File: src/rtl/pack8to32.sv
// Byte-to-word repacker: consumes a generator-style byte stream and emits
// little-endian 32-bit words, zero-padding a short final word.
module pack8to32 (
    input  logic               _clock,
    input  logic               _reset,
    input  logic               _start,
    input  logic signed [31:0] count,
    input  logic               in_valid,
    input  logic signed [31:0] in_data,
    input  logic               in_done,
    output logic               in_ready,
    input  logic               _ready,
    output logic               _valid,
    output logic signed [31:0] _out0,
    output logic               _done
);

    typedef enum logic [1:0] {StIdle, StRun, StFlush, StDone} state_e;

    state_e      state_q, state_d;
    logic [31:0] acc_q, acc_d;
    logic [31:0] out_q, out_d;
    logic [31:0] rem_q, rem_d;
    logic [1:0]  idx_q, idx_d;
    logic        valid_q, valid_d;
    logic        done_q, done_d;

    logic        slot_free;
    logic        last_byte;
    logic        accept;
    logic [31:0] word;
    logic        unused_in_data;

    assign unused_in_data = ^in_data[31:8];

    always_comb begin
        slot_free = !valid_q || _ready;
        // A byte that completes a word may only enter when the output slot can take it.
        last_byte = (idx_q == 2'd3) || (rem_q <= 32'd1);
        in_ready  = (state_q == StRun) && (!last_byte || slot_free);
        accept    = in_valid && in_ready;
        word      = acc_q | ({24'd0, in_data[7:0]} << {idx_q, 3'b000});

        state_d = state_q;
        acc_d   = acc_q;
        out_d   = out_q;
        rem_d   = rem_q;
        idx_d   = idx_q;
        valid_d = valid_q;
        done_d  = done_q;

        if (valid_q && _ready) begin
            valid_d = 1'b0;
        end

        case (state_q)
            StIdle, StDone: begin
                if (_start) begin
                    if (count <= 0) begin
                        state_d = StDone;
                        done_d  = 1'b1;
                    end else begin
                        state_d = StRun;
                        rem_d   = count;
                        idx_d   = 2'd0;
                        acc_d   = 32'd0;
                        done_d  = 1'b0;
                    end
                end
            end
            StRun: begin
                if (accept) begin
                    rem_d = rem_q - 32'd1;
                    idx_d = idx_q + 2'd1;
                    acc_d = word;
                    if (last_byte) begin
                        out_d   = word;
                        valid_d = 1'b1;
                        idx_d   = 2'd0;
                        acc_d   = 32'd0;
                    end
                    if (rem_q == 32'd1) begin
                        state_d = StFlush;
                    end
                end else if (in_done && (idx_q == 2'd0 || slot_free)) begin
                    // Upstream ended early: push out whatever partial word is buffered.
                    if (idx_q != 2'd0) begin
                        out_d   = acc_q;
                        valid_d = 1'b1;
                        idx_d   = 2'd0;
                        acc_d   = 32'd0;
                    end
                    state_d = StFlush;
                end
            end
            StFlush: begin
                if (slot_free) begin
                    state_d = StDone;
                    done_d  = 1'b1;
                    valid_d = 1'b0;
                end
            end
            default: state_d = StIdle;
        endcase
    end

    always_ff @(posedge _clock or posedge _reset) begin
        if (_reset) begin
            state_q <= StIdle;
            acc_q   <= 32'd0;
            out_q   <= 32'd0;
            rem_q   <= 32'd0;
            idx_q   <= 2'd0;
            valid_q <= 1'b0;
            done_q  <= 1'b0;
        end else begin
            state_q <= state_d;
            acc_q   <= acc_d;
            out_q   <= out_d;
            rem_q   <= rem_d;
            idx_q   <= idx_d;
            valid_q <= valid_d;
            done_q  <= done_d;
        end
    end

    assign _valid = valid_q;
    assign _out0  = out_q;
    assign _done  = done_q;

endmodule

File: config.mk
export PLATFORM = sky130hd
export DESIGN_NAME = pack8to32
export DESIGN_NICKNAME = d
export VERILOG_FILES = /design/src/rtl/pack8to32.sv
export SDC_FILE = /design/constraint.sdc
export NUM_CORES = 1
export LEC_CHECK = 0
export BUFFER_PORTS_ARGS = -buffer_cell sky130_fd_sc_hd__clkbuf_2
export CORE_MARGIN = 2
export CORE_UTILIZATION = 56
export DETAILED_ROUTE_END_ITERATION = 6
export GPL_TIMING_DRIVEN = 0
export PLACE_DENSITY = 0.8
export SYNTH_ARGS = -nofsm -noshare
export SYNTH_HDL_FRONTEND = slang
export SYNTH_SLANG_ARGS = --single-unit
File: constraint.sdc
create_clock -name _clock -period 4.1 [get_ports _clock]
set_input_delay 0.41 -clock _clock [delete_from_list [all_inputs] [get_ports _clock]]
set_output_delay 0.41 -clock _clock [all_outputs]
set_load 0.02 [all_outputs]
After elaboration in Yosys (flattened, before gate mapping) --
Index checks and enable logic that the tools add are counted.
Word-level totals: register bits 102, bits in latches 0, bits in writable memories 0, bits in read-only memories 0, input bits 70, word-level logic and storage cells 89, memories 0
Operators by class: add/subtract/negate cells 2, $mul 0, div/mod/pow operators 0, $lt $le $gt $ge 2, equality and inequality tests 13, shift operators 1, multiplexer cells 40, bitwise gates (word level) 1, reductions and logical operators 23
Operators with widths (count):
- two-way mux 32 bit | 13
- one-hot mux 32 bit (2 select lines) | 2
- less-or-equal comparator 32 x 1 -> 1 bit, second input constant | 2
- equality test 32 x 1 -> 1 bit, second input constant | 1
- OR 32 bit | 1
- left shift 8 x 5 -> 32 bit | 1
- subtractor 32 x 1 -> 32 bit, second input constant | 1
- two-way mux 2 bit | 12
- AND reduction 4 bit | 3
- inequality test 2 bit, second input constant | 5
- nonzero test 2 bit | 5
- two-way mux 1 bit | 9
- inequality test 3 x 2 -> 1 bit, second input constant | 3
- equality test 2 bit, second input constant | 3
- one-hot mux 2 bit (3 select lines) | 1
- AND reduction 5 bit | 1
- logical AND 1 bit | 4
- zero test 2 bit | 2
- logical OR 1 bit | 4
- one-hot mux 1 bit (2 select lines) | 2
- one-hot mux 2 bit (2 select lines) | 1
- AND reduction 3 bit | 1
- adder 2 x 1 -> 2 bit, second input constant | 1
- equality test 2 x 1 -> 1 bit, second input constant | 1
- other kinds (2) | 3

Depth between registers and ports, before layout --
depth after elaboration 8, depth in mapped cells 10, mapped depth without buffers 8

Worst setup path after synthesis --
OpenSTA, ideal clock, no wires.
path type flip-flop to flip-flop, start reg rem_q[0], end reg rem_q[30], data arrival time 2.280 ns, required time 3.974 ns, path slack 1.694 ns, cell stages (with the launch flop) 9, path through dfrtp_1 inv_1 ha_1 or4b_2 nor2_1 nand4_1 o21ai_0 o31ai_1 a221o_1
On the way: cells in the longest elaborated chain, start to end 8
RTL lines:
- start: declaration | line 23 | logic [31:0] rem_q, rem_d;
- start signal: assignment | line 120 | rem_q <= rem_d;
- less-or-equal comparator 32 x 1 -> 1 bit | line 39 | last_byte = (idx_q == 2'd3) || (rem_q <= 32'd1);
- logical OR 1 bit | line 39
- zero test 1 bit | line 40 | in_ready = (state_q == StRun) && (!last_byte || slot_free);
- logical OR 1 bit | line 40
- logical AND 1 bit | line 40
- logical AND 1 bit | line 41 | accept = in_valid && in_ready;
- inequality test 2 bit (no line)
- AND reduction 4 bit (no line)
Several ways; a longest one is shown, not always the timed one. The select of a mux whose other input is x is not followed. A chain may end at the register's enable or synchronous reset.

Final worst setup path --
start reg state_q[1], end out in_ready
On the way: cells in the longest elaborated chain, start to end 2
RTL lines:
- start: declaration | line 20 | state_e state_q, state_d;
- start signal: assignment | line 109 | state_q <= StIdle;
- start signal: assignment | line 117 | state_q <= state_d;
- equality test 2 x 1 -> 1 bit | line 40
- logical AND 1 bit | line 40
- end: declaration | line 11 | output logic in_ready,
No other way between the ends.

==> metrics.md <==
| Metric | Value |
|---|---|
| Synth Cell Area | 5625 µm² |
| Worst path cell trace | inv_1 -> ha_1 -> clkbuf_1 -> buf_1 -> clkbuf_1 -> and2_1 -> clkbuf_2 |
| Final #Nets | 783 |
| TritonCTS clock tree | done |
| Synth Area in XOR/XNOR | 0% |
| Critical-path top delay cell | clkbuf_1 |
| Clock Tree Root | clkbuf_8 |
| ANT nets after route | 0 |
| Post-synthesis sequential area ratio | 45.37% |
| Share of cells above drive strength 1 | 20.00% |
| Largest area contributor in the netlist | dfrtp_1 |
| Diode count | 0 |
| Number of H-tree levels | 3 |
| Final Non-Filler Cells | 843 |
| DIE HEIGHT | 104.2 µm |
| Maximum achievable frequency | 0.2968 GHz |
| Met3 routed WL | 1.281 mm |
| Vias post-DR | 5328 |
| Final instance area | 6414 µm² |
| Slew @ Worst Pin | 1303 ps |
| Worst min-delay path class | input port to asynchronous set/reset pin |
| Clk buf depth | 2 |
| P_leak | 2.796 nW |
| DRT Wirelength | 15.91 mm |
| Synth Register Bits | 102 |
| Dpl cells | 828 |
| Pin count of the biggest net entering global routing | 71 |
| Post-CTS Hold Buffers | 0 |
| Kind of critical path | flop to primary output |
| Placed Area | 6222 µm² |
| Gate count of the mapped netlist | 614 |
| Vias in the first global route | 5170 |
| # IOs | 105 |
| Post-synth cell types | 64 |
| Area grow syn2layout | 14.01% |
| Average footprint of a synthesized cell | 9.162 µm² |
| Fin crit period | 3369 ps |
| Max layer used | met4 |
| Setup TNS | 0 ps |
| Setup crit start kind | flop |
| Synth area leaders | dfrtp_1 45%, a21oi_1 5.3%, o21a_1 4.3%, nand2_1 4.1%, and3_1 3.9% |
| Grt ovf | 0 |
| Post_cts resized | 0 |
| Syn nets | 691 |
| Clock Skews | 17.03 ps |
| Ys async rst share | 100.0% |
| TritonCTS Sinks | 102 |
| CTS clk-pin slew, worst paths | 110 ps |
| Clk_lat worst skew | 380 ps |
| Simple-gate share of the synthesized area | 24.40% |
| Status | finished with violations |
| Max-slew violation count | 0 |
| Post-DP HPWL | 11.58 mm |
| Max-Cap Viols | 0 |
| Most frequent cells in the layout | 102 x dfrtp_1, 80 x clkbuf_2, 62 x nand2_1, 60 x a21oi_1, 40 x nor2_1 |
| Most frequent CP cell | clkbuf_1 |
| Final period util | 82.18% |
| Total power per unit cell area | 647.6 nW/µm² |
| First-pass GRT wire length | 26.00 mm |
| Place WS | 871.3 ps |
| Initial antenna violation count | 0 |
| Die Footprint | 10860 µm² |
| Remaining DRCs | 1 |
| Largest family of logic cells by synthesized area | simple AND/OR/NAND/NOR gates |
| Share of the synthesized area in the top cell type | 45.37% |
| Fin. Hold Viols | 0 |
| CTS buffer count | 9 |
| Fin util | 65.62% |
| Ys Warns | 0 |
| Hold Slack | 15.43 ps |
| Post-synth EDFFs | 0 |
| Worst path required time | 3690 ps |
| Core area | 9774 µm² |
| Total power | 4.154 mW |
| FP Rows | 36 |
| Via-to-Cell Ratio | 6.320 |
| Violation count after the first detailed-route iteration | 535 |
| Multiplexer share of the synthesized area | 0.5560% |
| CP Data Arrival Time | 2960 ps |
| Die W | 104.2 µm |
| Failing checks | design-rule violations |
| Max stage delay on crit path | 550 ps |
| Most common cell after layout, fill and taps aside | dfrtp_1 |
| Met2 WL post-DR | 7.422 mm |
| Final WS setup | 730.8 ps |
| Synth Area in Adders | 1.557% |
| Met1 WL | 6.577 mm |
| Compound-Gate Fraction of Synth Area | 24.24% |
| Port bufs | 80 |
| Crit Path Max Fanout | 10 |
| DR pass1 iterations | 7 |
| Initial Util | 57.55% |
| Peak supply drop | 0.3838 mV |
| Setup violators final | 0 |
| Setup repair bufs after CTS | 0 |
| Max-slew headroom | 12.33% |
| Crit end category | primary output |
| Avg WL per Cell | 18.88 µm |
| RSZ-0062 raised after global routing | no |
| GPL Wtd Cong | 0.9602 |
| Ys flop type | dfrtp_1 |
| GRT Total Usage | 29.95% |
==> area by class of cell <==
cell class | instances | area (µm²)
Inverter | 11 | 43.79
Tap cell | 133 | 166.4
Clock inverter | 6 | 55.05
Buffer | 34 | 176.4
Clock buffer | 9 | 123.9
Fill cell | 841 | 3361
Timing Repair Buffer | 81 | 427.9
Sequential cell | 102 | 2552
Multi-Input combinational cell | 467 | 2868
==> state kept, by name, indices dropped and copies added (netlist names) <==
| register | count |
|---|---|
| idx_q | 2 |
| _valid | 1 |
| _done | 1 |
| rem_q | 32 |
| _out0 | 32 |
| state_q | 2 |
| acc_q | 32 |
==> Yosys cell counts, types with 2 or more instances <==
master / n
o22ai_1: 8
a311oi_1: 2
o21ai_1: 24
or4_1: 5
o31ai_1: 4
clkbuf_1: 21
nor4_1: 17
nor4_4: 4
dfrtp_1: 102
a2bb2oi_1: 3
inv_1: 10
and3_1: 35
a21oi_1: 60
o21a_1: 32
nor4_2: 4
buf_1: 3
or3_1: 2
nor3_2: 2
nand2b_1: 5
a31oi_1: 11
a221oi_1: 4
o21ai_2: 12
nor4b_1: 3
nor2b_1: 6
ha_1: 7
a211oi_1: 5
nand4_2: 2
nand3_1: 20
nor3_1: 19
a21boi_0: 3
buf_2: 3
buf_4: 2
o211ai_1: 5
and2_1: 4
buf_6: 5
o22a_1: 2
mux2i_1: 2
nor2_1: 40
nand2_1: 62
a221o_1: 2
nand4_1: 8
o21ai_0: 22
==> cells by family (layout without fill, tap and decap cells) <==
family | count (synthesis) | in the layout
buf+inv | 45 | 141
fa+ha+maj | 7 | 7
simple gates | 245 | 245
mux | 3 | 3
compound gates | 212 | 212
flops | 102 | 102
==> where the power goes <==
group	switching, mW	internal [mW]	leakage [nW]
registers	0.310	1.32	1.32
logic	1.23	0.674	1.39
clock network	0.389	0.229	0.0853
total	1.93	2.23	2.80
==> worst max-delay path, delay by kind of cell (launching register included) <==
family                     cells  cell delay, ps
buffers and inverters          5            1650
adders and majority gates      1             290
and+or+nand+nor                1             230
DFF                            1             410
==> per-layer routing <==
metal,vias up,GRT usage (%)
met5,-,0
met4,0,13.22
met3,68,4.574
met2,271,48.73
met1,2518,39.91
li1,2471,-
==> final timing paths <==
kind | cells past startpoint | slack [ps] | from | to
worst min register to register | 2 | 490 | _out0[24] | _out0[24]
worst max register to register | 8 | 790 | state_q[0] | rem_q[6]
max in group asynchronous | 3 | 3380 | _reset | _out0[28]
min in group _clock | 3 | 310 | count[0] | rem_q[0]
worst max-delay path | 7 | 730 | state_q[1] | in_ready
worst min-delay path | 2 | 20 | _reset | state_q[1]
No activity file was read; power rests on OpenSTA's default activity.
